$ cat config.mk
export PLATFORM = sky130hd
export DESIGN_NAME = inttofloat
export DESIGN_NICKNAME = d
export VERILOG_FILES = /design/src/rtl/inttofloat.sv
export SDC_FILE = /design/constraint.sdc
export NUM_CORES = 1
export LEC_CHECK = 0
export ABC_AREA = 1
export CAP_MARGIN = 20
export CORE_MARGIN = 2
export CORE_UTILIZATION = 33
export DETAILED_ROUTE_END_ITERATION = 8
export PLACE_DENSITY_LB_ADDON = 0.25
export SLEW_MARGIN = 5
export SYNTH_ARGS = -nofsm -noshare
export SYNTH_HDL_FRONTEND = slang
export SYNTH_SLANG_ARGS = --single-unit
export TNS_END_PERCENT = 5
$ cat constraint.sdc
create_clock -name clk -period 1.45 [get_ports clk]
set_input_delay 0.29 -clock clk [delete_from_list [all_inputs] [get_ports clk]]
set_output_delay 0.29 -clock clk [all_outputs]
set_load 0.1 [all_outputs]
$ cat src/rtl/inttofloat.sv
// inttofloat: iterative signed integer to IEEE-754 single-precision converter
module inttofloat #(
    parameter int WIDTH = 16
) (
    input  logic             clk,
    input  logic             reset,
    input  logic             start,
    input  logic [WIDTH-1:0] intin,
    output logic [31:0]      floatout,
    output logic             done,
    output logic             busy
);
    localparam logic [0:0] IDLE = 1'b0;
    localparam logic [0:0] NORM = 1'b1;
    localparam logic [7:0] EXP0 = 8'(127 + WIDTH - 1);
    logic [0:0]       state;
    logic             sign;
    logic             zero;
    logic [WIDTH-1:0] mag;
    logic [WIDTH-1:0] abs_in;
    logic [7:0]       exp;
    logic [22:0]      frac;
    // operand magnitude (most negative value maps to 2^(WIDTH-1)) and significand bits below the hidden one
    always_comb begin
        abs_in = intin[WIDTH-1] ? -intin : intin;
        frac   = 23'(mag[WIDTH-2:0]) << (24 - WIDTH);
    end
    // latch on start, then shift left one bit per cycle until the hidden bit reaches the top
    always_ff @(posedge clk) begin
        if (reset) begin
            state    <= IDLE;
            floatout <= '0;
            done     <= 1'b0;
            busy     <= 1'b0;
            sign     <= 1'b0;
            zero     <= 1'b0;
            mag      <= '0;
            exp      <= '0;
        end else if (state == IDLE) begin
            if (start) begin
                sign  <= intin[WIDTH-1];
                mag   <= abs_in;
                exp   <= EXP0;
                zero  <= (intin == '0);
                done  <= 1'b0;
                busy  <= 1'b1;
                state <= NORM;
            end
        end else if (zero) begin
            floatout <= '0;
            done     <= 1'b1;
            busy     <= 1'b0;
            state    <= IDLE;
        end else if (mag[WIDTH-1]) begin
            floatout <= {sign, exp, frac};
            done     <= 1'b1;
            busy     <= 1'b0;
            state    <= IDLE;
        end else begin
            mag <= mag << 1;
            exp <= exp - 8'd1;
        end
    end
endmodule

## After elaboration in Yosys (flattened, before gate mapping)

Index checks and enable logic that the tools add are counted.

- Flip-flop bits (word level): 61
- Bits of input ports: 19
- Output and inout bits: 34
- Logic and storage cells: 46

- $add $sub $neg: 2
- Eq/ne operators: 3
- Muxes and demuxes: 23
- Bitwise operators: 1
- Reduce and logical (&&, ||, !) cells: 8

Operator list:

| cell | number |
|---|---|
| 2-to-1 mux 16 bit | 5 |
| 2-to-1 mux 32 bit | 2 |
| 2-to-1 mux 8 bit | 4 |
| logical NOT 16 bit | 1 |
| negator 16 bit | 1 |
| 2-to-1 mux 1 bit | 12 |
| AND reduction 2 bit | 4 |
| subtractor 8 x 1 -> 8 bit (second input constant) | 1 |
| != test 2 bit (second input constant) | 2 |
| nonzero test 2 bit | 2 |
| != test 3 x 1 -> 1 bit (second input constant) | 1 |
| AND reduction 3 bit | 1 |
| NOT 1 bit | 1 |

## Depth between registers and ports, before layout

- Word-level depth: 4
- Gate-level depth with buffers: 10

## Worst setup path before layout

OpenSTA, ideal clock, no wires.

- Kind: reg-to-reg
- Start: register, netlist name floatout[22]
- End: register floatout[22]
- Library setup time: 0.086 ns
- Arrival time: 1.195 ns
- Setup slack: 0.169 ns
- Cell stages (with the launch flop): 3
- Clock period less this slack: 1.281 ns
- Path through: dfxtp_1 -> nor2_1 -> a211oi_1

RTL lines:

| item | line | text |
|---|---|---|
| end signal, assigned | 55 | `floatout <= {sign, exp, frac};` |
| end, declared | 9 | `output logic [31:0] floatout,` |

## Worst setup path after layout

- Start: input port intin[1]
- End: register mag[4]

- Cells in the longest elaborated chain, start to end: 4

Ends and longest elaborated chain:

| item | line | text |
|---|---|---|
| start, declared | 8 | `input logic [WIDTH-1:0] intin,` |
| negator 16 bit | 25 | `abs_in = intin[WIDTH-1] ? -intin : intin;` |
| 2-to-1 mux 16 bit | 25 |  |
| 2-to-1 mux 16 bit | 40 | `if (start) begin` |
| 2-to-1 mux 16 bit | 39 | `end else if (state == IDLE) begin` |
| end signal, assigned | 42 | `mag <= abs_in;` |
| end signal, assigned | 60 | `mag <= mag << 1;` |
| end, declared | 19 | `logic [WIDTH-1:0] mag;` |

No other way between the ends. The select of a mux whose other input is x is not followed.
A chain may end at the register's enable or synchronous reset.

==> reports/summary.txt <==
status = completed
layout cells sized above 1 = 0.291
sequential share of the synthesized area = 0.396
final hold viol count = 0
Detailed Route WL = 6770 µm
nets = 460
DRT iter0 DRCs = 104
WHS Path Cells = 4
H-tree Lvls = 2
Total Power = 3.57 mW
I/O pin count = 53
WHS = 433 ps
Setup WS pre-CTS = -329 ps
Syn Inst Count = 357
fmax = 711 MHz
Arr. time, crit path = 1650 ps
Crit Path Max Fanout = 5
Max VDD drop = 0.406 mV
final core utilization = 0.503
cts bufs inserted = 5
Routability Congestion = 0.832
DPL Wire Length = 5210 µm
final worst-path cycle share = 0.970
area of the multi-input gates = 0.00134 mm²
RR Endpoint = floatout[10]
Root Buffer Master = clkbuf_8
Crit. End Element = register
Post-DP Area = 0.00376 mm²
synth unique cells = 35
CTS tree = done
Cell Pwr Density = 908 mW/mm²
total congestion overflow = 0
initial antenna violation count = 0
core box area = 0.00781 mm²
Cell Rows = 32
die width = 94.1 µm
clk sink count = 53
Critical Path RT = 1690 ps
die area = 0.00886 mm²
top cell type's share of synthesized area = 0.396
Worst R2R Setup Slack = 90 ps
vias in the first global route = 2,412
DRT antenna net count = 0
all-layer global routing usage = 0.158
Die H = 94.1 µm
Crit Path Category = input port to register
Yosys Warn Count = 0
FF+latch area = 0.00106 mm²
worst clock skew = 13.7 ps
cell with the most instances after synthesis = dfxtp_1
largest area contributor in the netlist = dfxtp_1
top post-synthesis cells by count = dfxtp_1 (53), nand2_1 (49), nand3_1 (48)
Syn Std Cell Area = 0.00268 mm²
hold buffer count at cts = 0
Remaining DRCs = 0
largest net degree at the start of global routing = 36
CP startpoint kind = input port
final std cells w/o fill = 542
Static Leakage = 1.67 nW
antenna cells = 0
Setup WS post-layout = 43.0 ps
ys async rst share = 0
max-capacitance violation count = 0
fill count = 748
WL per Instance = 12.5 µm
#FFs+latches synth = 53
Setup TNS = 0 ps
unrepaired setup endpoints after global routing = true
worst r2r path cells = 5
Starting Density = 0.343
Area contributors post-synth = dfxtp_1 (40%), nand3_1 (9.0%), nand2_1 (6.9%)
first-pass GRT wire length = 11,300 µm
placed insts = 532
top_reg_cell synth = dfxtp_1
first drt pass iteration count = 4
worst flop-to-flop path startpoint = mag[15]
hold path endpoint = mag[3]
Max Slew Vio Count = 0
Clk Latency, worst-skew pair = 310 ps
post-route cell area = 0.00393 mm²
clock buffer depth = 2
number of synthesized flops with an enable pin = 0
Final setup viols = 0
Via density = 4.79
Clk pin slew, worst setup/hold paths = 90 ps
Avg Cell Area, Syn = 7.51 µm²
hold crit path type = input port to register
Syn-to-layout area delta = 46.6%
Final min period = 1410 ps
DR vias = 2,594
Hold Path Origin = intin[3]
I/O Buffers = 44
layer usage:
metal / track usage / wire [µm] / vias up
met3: 0.0265 / 327 / 14
met2: 0.249 / 3090 / 67
met1: 0.220 / 3220 / 1174
met4: 0.0483 / 123 / 0
met5: 0 / 0 / -
li1: - / - / 1339
report_power, final:
| part | internal (mW) | total, mW | switching, mW |
|---|---|---|---|
| Combinational | 0.352 | 0.938 | 0.586 |
| Sequential | 1.54 | 1.61 | 0.0647 |
| Clock | 0.517 | 1.02 | 0.504 |
worst max-delay path by stage:
stage,cells past startpoint,endpoint,from,slack [ps]
final,8,mag[4],intin[1],40
after global routing,9,mag[10],intin[1],-60
after CTS,9,mag[10],intin[1],2
after detailed placement,7,mag[9],intin[4],-330
after global placement,9,mag[10],intin[1],-280
after floorplan,2,floatout[22],floatout[22],170
layout make-up:
cell class,count,share of cell area
timing repair buffer,91,0.278
clock buffer,5,0.0175
inverter,51,0.0493
clock inverter,3,0.0118
multi-input combinational,237,0.341
sequential,53,0.270
tap,102,0.0325
state kept, by name, summed over array words and instances, names as in the netlist:
| signal | cells |
|---|---|
| floatout | 24 |
| zero | 1 |
| mag | 16 |
| sign | 1 |
| done | 1 |
| exp | 8 |
| busy | 1 |
| state | 1 |
cell usage in the layout, fill, tap and decap left out, drive strengths merged, types with 2 or more instances in the layout:
| master | Yosys | routed |
|---|---|---|
| o211ai | 3 | 3 |
| o21bai | 3 | 3 |
| o22ai | 3 | 3 |
| ha | 2 | 2 |
| o21ai | 44 | 44 |
| a21oi | 26 | 26 |
| nand4 | 3 | 3 |
| nor3 | 3 | 3 |
| clkbuf | 5 | 5 |
| buf | 18 | 73 |
| dfxtp | 53 | 53 |
| nand2 | 52 | 52 |
| nor2 | 29 | 29 |
| inv | 51 | 51 |
| clkdlybuf4s50 | 0 | 17 |
| o32ai | 2 | 2 |
| nand3 | 49 | 49 |
| a31oi | 4 | 4 |
| conb | 1 | 8 |
logic make-up (layout without fill, tap and decap cells):
kind of cell / count (synthesis) / in the layout / synth area share
and+or+nand+nor: 137 / 137 / 0.249
buffers and inverters: 74 / 150 / 0.129
adders and majority gates: 2 / 2 / 0.00933
other: 1 / 8 / 0.00140
AOI/OAI and AO/OA: 89 / 89 / 0.212
xor gates and xnor gates: 1 / 1 / 0.00327
DFF: 53 / 53 / 0.396
repair_timing:
item,CTS,global route
setup endpoints to repair,1,12
gates resized for setup,1,16
pin swaps,0,3
buffers inserted,0,2
critical path, cell delays in order:
cell	delay, ps
clkdlybuf4s50_1	490
inv_1	60
ha_2	180
nand2_2	120
buf_4	130
a21oi_1	50
nand3b_1	180
a31oi_1	130
Power figures use the tool's default switching activity.
